--- src/rtl/adc_stream_pkg.sv ---
// Shared constants for the ADC stream path: word field layout, counter widths, packer states.
// Latency: n/a (declarations only).
// Backpressure: n/a.
package adc_stream_pkg;

  // Header word: {flag, tag, num_ch-1, drop count, sequence}
  localparam logic [2:0] HDR_TAG      = 3'b010;
  localparam int         HDR_FLAG_BIT = 31;
  localparam int         HDR_TAG_LSB  = 28;
  localparam int         HDR_NCH_LSB  = 24;
  localparam int         HDR_DROP_LSB = 16;
  localparam int         HDR_SEQ_LSB  = 0;

  // Data word: {flag=0, 3'b000, channel index, sign-extended sample}
  localparam int DAT_CH_LSB  = 24;
  localparam int DAT_SMP_LSB = 0;
  localparam int DAT_SMP_W   = 24;

  localparam int DROP_HDR_W = 8;
  localparam int SEQ_W      = 16;
  localparam int DROP_TOT_W = 16;

  // Packer FSM encoding
  localparam logic [1:0] ST_IDLE = 2'd0;
  localparam logic [1:0] ST_HDR  = 2'd1;
  localparam logic [1:0] ST_DATA = 2'd2;

endpackage

--- src/rtl/adc_frame_packer_if.sv ---
// Word push channel from the frame packer into the ADC stream FIFO.
// Latency: n/a (wires only).
// Backpressure: word transfers when push_valid & push_ready; producer holds data while stalled.
interface adc_frame_packer_if;
  logic        push_valid;
  logic [31:0] push_data;
  logic        push_ready;

  modport master (output push_valid, output push_data, input push_ready);
  modport slave  (input push_valid, input push_data, output push_ready);
endinterface

--- src/rtl/adc_sat_counter.sv ---
// Saturating up-counter with synchronous clear; clear together with inc loads 1.
// Latency: count updates one cycle after inc/clear.
// Backpressure: none; holds at all-ones once saturated.
module adc_sat_counter #(
  parameter int W = 8
) (
  input  logic         clk,
  input  logic         rst_n,
  input  logic         clear,
  input  logic         inc,
  output logic [W-1:0] count
);

  // Clear wins over the old value but still counts an event in the same cycle
  always_ff @(posedge clk or negedge rst_n) begin
    if (!rst_n) begin
      count <= '0;
    end else if (clear) begin
      count <= inc ? W'(1) : '0;
    end else if (inc && (count != '1)) begin
      count <= count + 1'b1;
    end
  end

endmodule

--- src/rtl/adc_frame_packer.sv ---
// Serialises one parallel ADC frame into a header word plus one word per channel for the stream FIFO.
// Latency: first word 1 cycle after an admitted strobe; then 1 word/cycle, back-to-back frames without a bubble.
// Backpressure: holds the current word while push_ready is low; frames without whole-frame FIFO room are dropped and counted.
module adc_frame_packer
  import adc_stream_pkg::*;
#(
  parameter  int NUM_CH     = 8,
  parameter  int SAMPLE_W   = 24,
  parameter  int FIFO_DEPTH = 64,
  localparam int LVL_W      = $clog2(FIFO_DEPTH + 1)
) (
  input  logic                       clk,
  input  logic                       rst_n,
  input  logic                       enable,
  input  logic                       frame_valid,
  input  logic [NUM_CH*SAMPLE_W-1:0] frame_data,
  input  logic [LVL_W-1:0]           fifo_level,
  adc_frame_packer_if.master         push,
  output logic                       busy,
  output logic [DROP_TOT_W-1:0]      drop_total,
  input  logic                       drop_clear
);

  logic [1:0]                 state;
  logic [3:0]                 ch_idx;
  logic [NUM_CH*SAMPLE_W-1:0] frame_q;
  logic [SEQ_W-1:0]           seq_q;
  logic [DROP_HDR_W-1:0]      drop_hdr;

  logic                       hdr_acc, dat_acc, last_acc, space_ok, admit, drop;
  logic [3:0]                 nxt_idx;
  logic signed [SAMPLE_W-1:0] smp;
  logic [31:0]                hdr_word, data_word;

  // Admission decision and the next word to load into the push register
  always_comb begin
    hdr_acc  = (state == ST_HDR) && push.push_valid && push.push_ready;
    dat_acc  = (state == ST_DATA) && push.push_valid && push.push_ready;
    last_acc = dat_acc && (ch_idx == 4'(NUM_CH - 1));
    // The word leaving on a last-accept cycle is not yet counted in fifo_level, hence the +1.
    // Written as a sum so nothing can underflow.
    space_ok = (32'(fifo_level) + (last_acc ? 32'd1 : 32'd0) + 32'(NUM_CH + 1)) <= 32'(FIFO_DEPTH);
    admit    = frame_valid && enable && ((state == ST_IDLE) || last_acc) && space_ok;
    drop     = frame_valid && enable && !admit;

    nxt_idx  = hdr_acc ? 4'd0 : ch_idx + 4'd1;
    smp      = frame_q[int'(nxt_idx)*SAMPLE_W +: SAMPLE_W];

    hdr_word                               = '0;
    hdr_word[HDR_FLAG_BIT]                 = 1'b1;
    hdr_word[HDR_TAG_LSB +: 3]             = HDR_TAG;
    hdr_word[HDR_NCH_LSB +: 4]             = 4'(NUM_CH - 1);
    hdr_word[HDR_DROP_LSB +: DROP_HDR_W]   = drop_hdr;
    hdr_word[HDR_SEQ_LSB +: SEQ_W]         = seq_q;

    data_word                              = '0;
    data_word[DAT_CH_LSB +: 4]             = nxt_idx;
    data_word[DAT_SMP_LSB +: DAT_SMP_W]    = DAT_SMP_W'(smp);
  end

  // Frame FSM: owns the push register so a stalled word never changes under the FIFO
  always_ff @(posedge clk or negedge rst_n) begin
    if (!rst_n) begin
      state           <= ST_IDLE;
      ch_idx          <= '0;
      frame_q         <= '0;
      seq_q           <= '0;
      push.push_valid <= 1'b0;
      push.push_data  <= '0;
    end else begin
      case (state)
        ST_IDLE: begin
          if (admit) begin
            state           <= ST_HDR;
            frame_q         <= frame_data;
            push.push_valid <= 1'b1;
            push.push_data  <= hdr_word;
          end
        end
        ST_HDR: begin
          if (hdr_acc) begin
            state          <= ST_DATA;
            ch_idx         <= '0;
            seq_q          <= seq_q + 1'b1;
            push.push_data <= data_word;
          end
        end
        ST_DATA: begin
          if (last_acc) begin
            if (admit) begin
              state          <= ST_HDR;
              frame_q        <= frame_data;
              push.push_data <= hdr_word;
            end else begin
              state           <= ST_IDLE;
              push.push_valid <= 1'b0;
            end
          end else if (dat_acc) begin
            ch_idx         <= ch_idx + 4'd1;
            push.push_data <= data_word;
          end
        end
        default: begin
          state           <= ST_IDLE;
          push.push_valid <= 1'b0;
        end
      endcase
    end
  end

  assign busy = (state != ST_IDLE);

  // Drops since the last emitted header; reported in the next header
  adc_sat_counter #(.W(DROP_HDR_W)) u_drop_hdr (
    .clk   (clk),
    .rst_n (rst_n),
    .clear (hdr_acc),
    .inc   (drop),
    .count (drop_hdr)
  );

  // Firmware-visible running drop count
  adc_sat_counter #(.W(DROP_TOT_W)) u_drop_total (
    .clk   (clk),
    .rst_n (rst_n),
    .clear (drop_clear),
    .inc   (drop),
    .count (drop_total)
  );

endmodule

--- src/flat_wrapper.sv ---
// flat-port wrapper written by rule: the top's interface ports become plain ports
module adc_frame_packer_flat import adc_stream_pkg::*;
#(
  parameter  int NUM_CH     = 8,
  parameter  int SAMPLE_W   = 24,
  parameter  int FIFO_DEPTH = 64,
  localparam int LVL_W      = $clog2(FIFO_DEPTH + 1)
)
  (clk, rst_n, enable, frame_valid, frame_data, fifo_level, busy, drop_total, drop_clear, push_push_valid, push_push_data, push_push_ready);
  adc_frame_packer_if push_i ();
  input  logic clk;
  input  logic rst_n;
  input  logic enable;
  input  logic frame_valid;
  input  logic [NUM_CH*SAMPLE_W-1:0] frame_data;
  input  logic [LVL_W-1:0] fifo_level;
  output logic busy;
  output logic [DROP_TOT_W-1:0] drop_total;
  input  logic drop_clear;
  output wire logic [$bits(push_i.push_valid)-1:0] push_push_valid;
  output wire logic [$bits(push_i.push_data)-1:0] push_push_data;
  input wire logic [$bits(push_i.push_ready)-1:0] push_push_ready;
  assign push_push_valid = push_i.push_valid;
  assign push_push_data = push_i.push_data;
  assign push_i.push_ready = push_push_ready;
  adc_frame_packer #(.NUM_CH(NUM_CH), .SAMPLE_W(SAMPLE_W), .FIFO_DEPTH(FIFO_DEPTH)) u_core (.clk(clk), .rst_n(rst_n), .enable(enable), .frame_valid(frame_valid), .frame_data(frame_data), .fifo_level(fifo_level), .push(push_i), .busy(busy), .drop_total(drop_total), .drop_clear(drop_clear));
endmodule
--- config.mk ---
export PLATFORM = sky130hd
export DESIGN_NAME = adc_frame_packer_flat
export DESIGN_NICKNAME = d
export VERILOG_FILES = /design/src/rtl/adc_stream_pkg.sv /design/src/rtl/adc_frame_packer_if.sv /design/src/rtl/adc_sat_counter.sv /design/src/rtl/adc_frame_packer.sv /design/src/flat_wrapper.sv
export SDC_FILE = /design/constraint.sdc
export NUM_CORES = 1
export LEC_CHECK = 0
export BUFFER_PORTS_ARGS = -buffer_cell sky130_fd_sc_hd__buf_4
export CORE_ASPECT_RATIO = 1.25
export CORE_MARGIN = 2
export CORE_UTILIZATION = 30
export CTS_CLUSTER_SIZE = 14
export DETAILED_ROUTE_END_ITERATION = 8
export GPL_TIMING_DRIVEN = 0
export HOLD_SLACK_MARGIN = 0.02
export PLACE_DENSITY = 0.58
export SLEW_MARGIN = 10
export SYNTH_ARGS = -nofsm -noshare
export SYNTH_HDL_FRONTEND = slang
export SYNTH_HIERARCHICAL = 1
export SYNTH_SLANG_ARGS = --single-unit
--- constraint.sdc ---
create_clock -name clk -period 4.22 [get_ports clk]
set_clock_uncertainty 0.1 [all_clocks]
set_input_delay 0.844 -clock clk [delete_from_list [all_inputs] [get_ports clk]]
set_output_delay 0.844 -clock clk [all_outputs]
set_load 0.02 [all_outputs]
Word-level counts from Yosys, hierarchy flattened

Cells that the tools add are included.

Register bits after elaboration: 271
Latch bits: 0
RAM bits: 0
Bits in read-only memories: 0
Bits of input ports: 205
Output and inout port bits: 50
Word-level logic and storage cells: 85
Memories: 0

Add/subtract/negate cells: 6
Multiply operators: 1
Div/mod/pow operators: 0
Magnitude comparators: 1
Eq/ne operators: 12
Shift-type cells: 1
Muxes and demuxes: 29
Bitwise gates (word level): 1
Reductions and logical operators: 26

Operator list:

| kind                    | count |
|---|---|
| $mux W192               | 2 |
| $pmux W192 S2           | 1 |
| $shiftx A192 B32 Y24    | 1 |
| $mux W32                | 4 |
| $pmux W32 S3            | 1 |
| $add A16 B1 Y16 const B | 2 |
| $add A32 B4 Y32 const B | 1 |
| $add A7 B32 Y32         | 1 |
| $le A32 B7 Y1 const B   | 1 |
| $mux W16                | 2 |
| $mux W4                 | 4 |
| $mux W8                 | 2 |
| $ne A16 B16 Y1 const B  | 1 |
| $logic_and A1 B1 Y1     | 11 |
| $reduce_bool A2 Y1      | 5 |
| $add A8 B1 Y8 const B   | 1 |
| $ne A2 B1 Y1 const B    | 4 |
| $ne A8 B8 Y1 const B    | 1 |
| $pmux W4 S2             | 1 |
| $reduce_and A4 Y1       | 2 |
| $mux W1                 | 7 |
| $mul A4 B2 Y6 const B   | 1 |
| $mux W2                 | 3 |
| $pmux W2 S3             | 1 |
| other kinds (14)        | 17 |

Logic depth before layout (Yosys ltp)

Gate-level depths: netlist of the first run.

Depth after elaboration: 14
Mapped depth: 18
Mapped depth without buffers: 17

Hierarchy

Netlist of the first run, hierarchy kept.

Modules (own cells, without submodules):

| module                                | times used | cells each | area an instance (µm²) | sequential area each (µm²) |
|---|---|---|---|---|
| adc_frame_packer                      | 1          | 905        | 11,606.1               | 6,180.9 |
| adc_sat_counter (u_core.u_drop_total) | 1          | 99         | 924.6                  | 400.4 |
| adc_sat_counter (u_core.u_drop_hdr)   | 1          | 47         | 473.0                  | 200.2 |

Least setup slack after synthesis of the first run

Ideal clock, no wire load.

Kind: input to register
Start point: input port push_push_ready
End point: register u_core.u_drop_total.count[8]
Library setup time: 78 ps
Arrival: 4,044 ps
Data required time: 4,042 ps
Slack: -2 ps
Stages on the path: 15
Path buffers: 1
Path through: and4_1 and2_1 inv_1 ha_1 inv_1 ha_1 nor4bb_1 o21ai_0 a31oi_4 o21ai_0 nor2b_1 buf_6 nand3_1 or4_2 a21oi_1

Longest elaborated chain between the ends: 11
Elaborated cells on any way between the ends: 13
Those cells by class: 2 x add/sub; 1 x order compare; 1 x mux; 9 x reduce/logical

RTL lines:

| element                               | line                   | source |
|---|---|---|
| start, declared                       | flat_wrapper.sv:22     | `input wire logic [$bits(push_i.push_ready)-1:0] push_push_ready;` |
| $logic_and A1 B1 Y1 *                 | adc_frame_packer.sv:38 | `dat_acc = (state == ST_DATA) && push.push_valid && push.push_ready;` |
| $logic_and A1 B1 Y1 *                 | adc_frame_packer.sv:39 | `last_acc = dat_acc && (ch_idx == 4'(NUM_CH - 1));` |
| $mux W1                               | adc_frame_packer.sv:42 | `space_ok = (32'(fifo_level) + (last_acc ? 32'd1 : 32'd0) + 32'(NUM_CH + 1)) <= 32'(FIFO_DEPTH);` |
| $add A7 B32 Y32                       | adc_frame_packer.sv:42 |  |
| $add A32 B4 Y32                       | adc_frame_packer.sv:42 |  |
| $le A32 B7 Y1                         | adc_frame_packer.sv:42 |  |
| $logic_and A1 B1 Y1 *                 | adc_frame_packer.sv:43 | `admit = frame_valid && enable && ((state == ST_IDLE) \|\| last_acc) && space_ok;` |
| $logic_not A1 Y1 *                    | adc_frame_packer.sv:44 | `drop = frame_valid && enable && !admit;` |
| $logic_and A1 B1 Y1 *                 | adc_frame_packer.sv:44 |  |
| via u_core.drop                       | adc_frame_packer.sv:30 | `logic hdr_acc, dat_acc, last_acc, space_ok, admit, drop;` |
| $logic_and A1 B1 Y1 *                 | adc_sat_counter.sv:20  | `end else if (inc && (count != '1)) begin` |
| $reduce_bool A2 Y1 (no source line) * | --                     |  |
| end signal, assigned                  | adc_sat_counter.sv:19  | `count <= inc ? W'(1) : '0;` |
| end signal, assigned                  | adc_sat_counter.sv:21  | `count <= count + 1'b1;` |
| end, declared                         | adc_sat_counter.sv:11  | `output logic [W-1:0] count` |

Mark *: on every way through the listed nets, which the timed path passes. The rest lies on a longest branch.
A chain may end at the register's enable or synchronous reset.

Worst setup path in the final report of the first run

Start point: register u_core.ch_idx[1]
End point: register u_core.u_drop_total.count[9]

Longest elaborated chain between the ends: 11
Elaborated cells on any way between the ends: 13
Those cells by class: 2 x add/sub; 1 x order compare; 1 x eq/ne; 1 x mux; 8 x reduce/logical

RTL lines:

| element                               | line                   | source |
|---|---|---|
| start, declared                       | adc_frame_packer.sv:25 | `logic [3:0] ch_idx;` |
| start signal, assigned                | adc_frame_packer.sv:99 | `ch_idx <= ch_idx + 4'd1;` |
| $eq A4 B3 Y1 *                        | adc_frame_packer.sv:39 |  |
| $logic_and A1 B1 Y1 *                 | adc_frame_packer.sv:39 |  |
| $mux W1                               | adc_frame_packer.sv:42 |  |
| $add A7 B32 Y32                       | adc_frame_packer.sv:42 |  |
| $add A32 B4 Y32                       | adc_frame_packer.sv:42 |  |
| $le A32 B7 Y1                         | adc_frame_packer.sv:42 |  |
| $logic_and A1 B1 Y1 *                 | adc_frame_packer.sv:43 |  |
| $logic_not A1 Y1 *                    | adc_frame_packer.sv:44 |  |
| $logic_and A1 B1 Y1 *                 | adc_frame_packer.sv:44 |  |
| via u_core.drop                       | adc_frame_packer.sv:30 |  |
| $logic_and A1 B1 Y1 *                 | adc_sat_counter.sv:20  |  |
| $reduce_bool A2 Y1 (no source line) * | --                     |  |

Marked as above.

==> metrics.txt, run 1 <==
status=finished, final reports clean; Worst Tran Pin Value=0.9572 ns; Worst Path Max Fanout=10; CTS clk-pin slew, worst paths=0.06 ns; Async S/R FF share, synth=100.0%; final count of negative-setup-slack endpoints=0; EDFF count, synth=0; syn_nets=1,266; CP most frequent cell=ha_1; GRT Util Overall=19.15%; Die Y=236.8 um; H-Tree Level Count=1; Final Hold Vio Count=0; drt via density=5.154; grt total ovfl=0; Die ar.=45,040 um^2; DPL Wire Length=33,320 um; DRC=0; total CTS buffers=29; # rows=85; Avg Cell Area, Syn=12.37 um^2; Final #Nets=1,555; Max-cap violations=0; Crit path required time=4.57 ns; # port buffers=253; Setup CP Type=reg -> reg; worst path bufs/invs=4; first-pass GRT wire length=64,130 um; Iter 0 DRT Violations=512; Antenna Nets Post-Route=0; Die W=190.2 um; total power=10.57 mW; cell taking the most area after synthesis=dfrtp_1; Yosys reg bits=271; CTS root buffer=clkbuf_16; Hold Path Class=in -> async; synthesized area=13,000 um^2; number of global-route vias before repair=10,150; YS warnings=6; worst-skew pair later-pin latency=0.57 ns; final worst path period need=4.092 ns; Routed WL=43,240 um; Rel. slew slack=35.89%; via count=9,937; critical-path cell list=ha_2, and4_4, and2_4, inv_2, ha_1, inv_1, ha_1, or4b_1, a31o_4, a31oi_4, o21ai_2, nor2b_4, buf_6, nand4_1, buf_4, nor4b_2, mux2_2; CORE AREA=42,970 um^2; R2R Setup Slk=0.13 ns; Final Wtd Congestion=0.8733; CP Depth=17; Peak VDD IR=282.8 uV; power per cell area=633.2 nW/um^2; Seq/Total Area, Yosys=52.15%; Worst Path Arrival=4.44 ns; synthesis-to-layout area growth=28.43%; setup tns final=0 ns; Cells after Synth=1,051; Pins Over Slew Limit=0; hold_buf cts=0; predominant post-synthesis flop cell=dfrtp_1; drt pass-1 iters=5; maximum clock insertion buffer count=3; Worst path max stage delay=0.56 ns; I/O pin cnt=255; final period utilization=96.96%; CTS tree=done; share of cells above drive strength 1=27.83%; FF-to-FF path depth=17; critical path's top delay family=simple AND/OR/NAND/NOR gates; largest net degree at the start of global routing=109; Yosys cell types=71; WL per Instance=22.43 um; cells taking the most area after synthesis=dfrtp_1, mux2_1, mux2i_1, a21oi_1, buf_6; number of fill cells in the layout=4,235; top achievable clock speed=244.4 MHz; antenna violations before repair=2; Critical Path Source Type=register; Slowest-stage cell, CP=or4b_1; initial core utilization=30.26%; CTS Sinks=271; Worst setup EP type=register; top cell type's share of synthesized area=52.15%; P_leak=7.326 nW
## path summary, 6_finish.rpt
check | from | end
hold / removal | rst_n | u_core/u_drop_total/count[9]$_DFFE_PN0P_
min in group clk | frame_data[111] | u_core/frame_q[111]$_DFFE_PN0P_
setup / recovery | u_core/ch_idx[1]$_DFFE_PN0P_ | u_core/u_drop_total/count[9]$_DFFE_PN0P_
max in group asynchronous | rst_n | u_core/frame_q[131]$_DFFE_PN0P_
setup reg to reg | u_core/ch_idx[1]$_DFFE_PN0P_ | u_core/u_drop_total/count[9]$_DFFE_PN0P_
hold reg to reg | u_core/frame_q[155]$_DFFE_PN0P_ | u_core/frame_q[155]$_DFFE_PN0P_
## placed cells by master, fill, tap and decap left out, drive strengths merged, types with 10 or more instances in the layout
| cell type | instances |
|---|---|
| nand3 | 24 |
| dfrtp | 271 |
| or3 | 21 |
| a22o | 20 |
| nand2 | 32 |
| nor2 | 29 |
| nand4 | 10 |
| mux2i | 44 |
| inv | 24 |
| a21oi | 68 |
| o21ai | 35 |
| nor3 | 13 |
| xnor2 | 11 |
| o221ai | 23 |
| a211oi | 18 |
| mux2 | 195 |
| ha | 10 |
| buf | 296 |
| clkbuf | 75 |
| a221o | 23 |
## per-layer routing
metal	up-vias	routed length, um	global-route usage (%)
li1	4556	-	-
met1	4993	17870	24.39
met2	317	21200	32.47
met3	69	2602	3.350
met4	2	1561	7.000
met5	-	13	0
## cell families (layout without fill, tap and decap cells)
family / after synthesis / after routing / share of synthesized area [%]
AO/OA/AOI/OAI: 236 / 236 / 12.84
XOR/XNOR: 17 / 17 / 1.145
adder cells (fa/ha/maj): 10 / 10 / 0.9622
buffers and inverters: 92 / 403 / 4.157
flip-flops: 271 / 271 / 52.15
multiplexers: 243 / 243 / 20.97
other: 0 / 1 / 0
AND/OR/NAND/NOR: 182 / 182 / 7.784
## per-stage QoR
step                hold WS, ns  setup slack, ns  instance area, um^2  utilization, %  std cells
global placement         0.3663          -0.9149                15610           36.34       1869
finish                   0.1893           0.1282                16700           38.87       1928
global route             0.2398         -0.02893                16700           38.87       1928
detailed placement       0.3716          -0.9610                15680           36.48       1871
CTS                      0.2036          0.02793                16680           38.83       1927
floorplan                0.3458          0.01119                13010               -       1051
## power by group
part           internal, mW  leakage, nW  switching (mW)  total (mW)
Clock                  1.50        0.458            1.08        2.57
Combinational          1.70         3.50            1.97        3.67
Sequential             3.71         3.36           0.627        4.33
## cells in the mapped netlist, types with 6 or more instances
| cell | instances |
|---|---|
| buf_6 | 22 |
| a22o_1 | 20 |
| o21ai_0 | 34 |
| dfrtp_1 | 271 |
| nand4_1 | 9 |
| xnor2_1 | 11 |
| buf_1 | 6 |
| o31ai_1 | 8 |
| or3_1 | 20 |
| xor2_1 | 6 |
| mux2i_1 | 44 |
| a221o_1 | 23 |
| and3_1 | 8 |
| and4_1 | 6 |
| nand2_1 | 32 |
| mux2_1 | 180 |
| ha_1 | 10 |
| a311oi_1 | 6 |
| and2_1 | 6 |
| mux2_2 | 15 |
| a211oi_1 | 18 |
| a22oi_1 | 6 |
| nor2_1 | 29 |
| clkbuf_1 | 31 |
| nand3_1 | 23 |
| a21oi_1 | 68 |
| inv_1 | 21 |
| nor3_1 | 13 |
| o221ai_1 | 23 |
## sequential cells by signal, indices dropped and copies added (netlist names)
| name | flops |
|---|---|
| u_core/ch_idx | 4 |
| u_core/frame_q | 192 |
| u_core/push.push_data | 32 |
| u_core/push.push_valid | 1 |
| u_core/seq_q | 16 |
| u_core/state | 2 |
| u_core/u_drop_hdr/count | 8 |
| u_core/u_drop_total/count | 16 |
## worst reg2reg max path: cells and delay by family (launching register included)
| family | cells | cell delay [ns] |
|---|---|---|
| and+or+nand+nor | 6 | 1.38 |
| adders and majority gates | 3 | 0.70 |
| DFF | 1 | 0.42 |
| AOI/OAI and AO/OA | 3 | 0.60 |
| muxes | 1 | 0.28 |
| buffers and inverters | 4 | 0.50 |
## cell type report
class	instances	area, um^2	share of cell area (%)
Sequential cell	271	6782	40.61
Inverter	23	86.33	0.5169
Buffer	68	452.9	2.712
Clock inverter	8	102.6	0.6143
Multi-Input combinational cell	688	5731	34.31
Timing Repair Buffer	259	1992	11.93
Antenna cell	1	2.502	0.01498
Clock buffer	45	845.8	5.064
Tap cell	565	706.9	4.233
## what timing repair did
action	CTS	global route
resized for setup	10	5
setup buffers	3	1
pin swaps	2	0
endpoints found under the hold margin	0	0
cloned	0	0
setup endpoints to repair	52	113
(Power assumes the default switching activity.)
==> run 2, diff against run 1 <==
--- a/config.mk
+++ b/config.mk
@@ -5,6 +5,7 @@
 export SDC_FILE = /design/constraint.sdc
 export NUM_CORES = 1
 export LEC_CHECK = 0
+export ABC_CLOCK_PERIOD_IN_PS = 4220
 export BUFFER_PORTS_ARGS = -buffer_cell sky130_fd_sc_hd__buf_4
 export CORE_ASPECT_RATIO = 1.25
 export CORE_MARGIN = 2
==> constraint.sdc (replaced) <==
create_clock -name clk -period 4.22 [get_ports clk]
set_clock_uncertainty 0.1 [all_clocks]
set_input_delay 0.844 -clock clk [delete_from_list [all_inputs] [get_ports clk]]
set_output_delay 0.844 -clock clk [all_outputs]
set_load 0.1 [all_outputs]
==> run 2 against run 1 <==
  * Count of clock-buffer cells in the layout down 2
  * Utilization up 0.099 points
  * Sequential cell count unchanged
  * Fmax up 0.46%
  * Total power up 8.4%
  * Sequential share of layout area down 0.073 points
  * Clock power up 4%
==> metrics.txt, run 2 (same netlist as run 1, synthesis figures left out) <==
final worst path period need=4.073 ns (was 4.092 ns); initial core utilization=30.26% (unchanged); Gate power share=38.7% (was 34.7%); WL per Instance=22.48 um (was 22.43 um); GRT Util Overall=19.10% (was 19.15%); share of cells above drive strength 1=28.39% (was 27.83%); DRC=0 (unchanged); Die ar.=45,040 um^2 (unchanged); # rows=85 (unchanged); Worst path max stage delay=0.53 ns (was 0.56 ns); Sw Share=39.07% (was 34.74%); Die W=190.2 um (unchanged); Iter 0 DRT Violations=502 (was 512); Setup CP Type=reg -> reg (unchanged); total CTS buffers=30 (was 29); Final #Nets=1,555 (unchanged); power per cell area=684.4 nW/um^2 (was 633.2 nW/um^2); most frequent cells in the layout=dfrtp_1, buf_4, mux2_1 (unchanged); Peak VDD IR=288.1 uV (was 282.8 uV); CTS clk-pin slew, worst paths=0.06 ns (about the same); Reg area=6787 um^2 (was 6782 um^2); final count of negative-setup-slack endpoints=0 (unchanged); max FFs per register=192 (unchanged); Reg with most FFs=u_core/frame_q (unchanged); final period utilization=96.52% (was 96.96%); CTS Sinks=271 (unchanged); Final Hold Vio Count=0 (unchanged); pre-CTS setup slack=-0.9494 ns (was -0.9610 ns); Die Y=236.8 um (unchanged); drt pass-1 iters=5 (unchanged); P_leak=7.353 nW (was 7.326 nW); placed cell areas=15,680 um^2 (about the same); dpl cells=1,871 (unchanged); number of global-route vias before repair=10,170 (was 10,150); grt total ovfl=0 (unchanged); number of fill cells in the layout=4,230 (was 4,235); top achievable clock speed=245.5 MHz (was 244.4 MHz); largest net degree at the start of global routing=107 (was 109); Worst Tran Pin Value=1.015 ns (was 0.9572 ns); Antenna Nets Post-Route=0 (unchanged); switching power total=4.477 mW (was 3.673 mW); Worst Path Arrival=4.42 ns (was 4.44 ns); Rel. slew slack=32.04% (was 35.89%); unrepaired setup endpoints after global routing=false; Pins Over Slew Limit=0 (unchanged); most common cell after layout, fill and taps aside=dfrtp_1 (unchanged); power share of the clock group=23.3% (was 24.3%); H-Tree Level Count=1 (unchanged); CORE AREA=42,970 um^2 (unchanged); Final Wtd Congestion=0.8365 (was 0.8733); area of the multi-input gates=5720 um^2 (was 5731 um^2); via count=9,877 (was 9,937); Hold Path Class=in -> async (unchanged); post-layout instance area=16,740 um^2 (was 16,700 um^2); maximum clock insertion buffer count=3 (unchanged); CP most frequent cell=ha_1 (unchanged); Critical Path Source Type=register (unchanged); Setup WS post-layout=0.1467 ns (was 0.1282 ns); Regs by FF count=u_core/frame_q: 192 flops, u_core/push.push_data: 32 flops (unchanged); hold_buf cts=0 (unchanged); total power=11.46 mW (was 10.57 mW); I/O pin cnt=255 (unchanged); synthesis-to-layout area growth=28.76% (was 28.43%); Routed WL=43,360 um (was 43,240 um); # port buffers=253 (unchanged); Worst Path Max Fanout=10 (unchanged); CTS root buffer=clkbuf_16 (unchanged); drt via density=5.120 (was 5.154); Final Util=38.97% (was 38.87%); Crit path required time=4.56 ns (was 4.57 ns); Slowest-stage cell, CP=or4b_1 (unchanged); first-pass GRT wire length=64,350 um (was 64,130 um); Internal=6.982 mW (was 6.901 mW); Max-cap violations=0 (unchanged); DPL Wire Length=33,280 um (was 33,320 um); Layout Cells excl Fill=1,929 (was 1,928); critical-path cell list=ha_2, and4_2, and2_4, inv_2, ha_1, inv_1, ha_1, or4b_1, a31o_1, a31oi_4, o21ai_2, nor2b_4, buf_6, nand4_1, buf_4, nor4b_2, mux2_2 (was ha_2, and4_4, and2_4, inv_2, ha_1, inv_1, ha_1, or4b_1, a31o_4, a31oi_4, o21ai_2, nor2b_4, buf_6, nand4_1, buf_4, nor4b_2, mux2_2); status=finished, final reports clean (unchanged); worst-skew pair later-pin latency=0.57 ns (about the same); CTS tree=done (unchanged); Worst setup EP type=register (unchanged); antenna violations before repair=3 (was 2); sequential power share=38.0% (was 41.0%)
[run 2: cell types whose count changed in the layout (fill, tap and decap cells not counted), moves of 2 or more]
cell / change
dfrtp_1: -2
buf_4: -2
inv_6: -2
clkbuf_16: +2
clkinv_4: +2
clkbuf_2: +2
clkbuf_1: -6
clkinv_2: +4
[run 2: power by group through the flow]
stage	Clock (mW)	Combinational [mW]	Sequential (mW)
after global placement	0	4.38	4.34
after CTS	2.74	4.47	4.35
after global routing	2.84	4.75	4.49
after floorplan	0	2.29	5.02
after detailed placement	0	4.45	4.39
final	2.67	4.44	4.35
[run 2: critical path: cells and delay by family, from the launching register on]
kind	cells	cell delay [ns]
compound gates	3	0.63
fa+ha+maj	3	0.68
buf+inv	4	0.48
flops	1	0.44
mux	1	0.28
simple gates	6	1.32
[run 2: stage by stage]
| stage | hold slack [ns] | TNS [ns] |
|---|---|---|
| floorplan | 0.3458 | -0.01157 |
| finish | 0.1470 | 0 |
| CTS | 0.1494 | 0 |
| global route | 0.1829 | 0 |
| global placement | 0.3667 | -96.94 |
| detailed placement | 0.3701 | -41.38 |
[run 2: final timing paths]
path / from / to / slack (ns) / depth (start not counted)
max in group asynchronous: rst_n / u_core/frame_q[36]$_DFFE_PN0P_ / 2.42 / 3
max reg2reg: u_core/ch_idx[1]$_DFFE_PN0P_ / u_core/u_drop_total/count[9]$_DFFE_PN0P_ / 0.15 / 17
min in group clk: u_core/seq_q[15]$_DFFE_PN0P_ / u_core/seq_q[15]$_DFFE_PN0P_ / 0.38 / 1
max: u_core/ch_idx[1]$_DFFE_PN0P_ / u_core/u_drop_total/count[9]$_DFFE_PN0P_ / 0.15 / 17
min: rst_n / u_core/u_drop_total/count[14]$_DFFE_PN0P_ / 0.15 / 1
min reg2reg: u_core/seq_q[15]$_DFFE_PN0P_ / u_core/seq_q[15]$_DFFE_PN0P_ / 0.38 / 1
[run 2: timing repair]
item                                    4_1_cts  5_1_grt
resized for setup                             8       12
endpoints found under the setup margin       52      115
pin swaps                                     1        1
cloned                                        0        0
setup buffers                                 2        0
[run 2: routing by layer]
metal | share of wire, % | up-vias | global-route usage, % | wire length, um
met1 | 42 | 4967 | 23.94 | 18000
met2 | 50 | 311 | 33.64 | 21800
li1 | - | 4538 | - | -
met4 | 2.8 | 2 | 5.591 | 1205
met5 | 0.035 | - | 0 | 15
met3 | 5.4 | 59 | 3.157 | 2336
[run 2: cell type report]
type,count,area share [%]
Antenna cell,1,0.01495
Buffer,69,2.750
Clock buffer,43,5.261
Clock inverter,12,0.7323
Inverter,23,0.5156
Multi-Input combinational cell,688,34.17
Sequential cell,271,40.53
Tap cell,565,4.222
Timing Repair Buffer,257,11.81
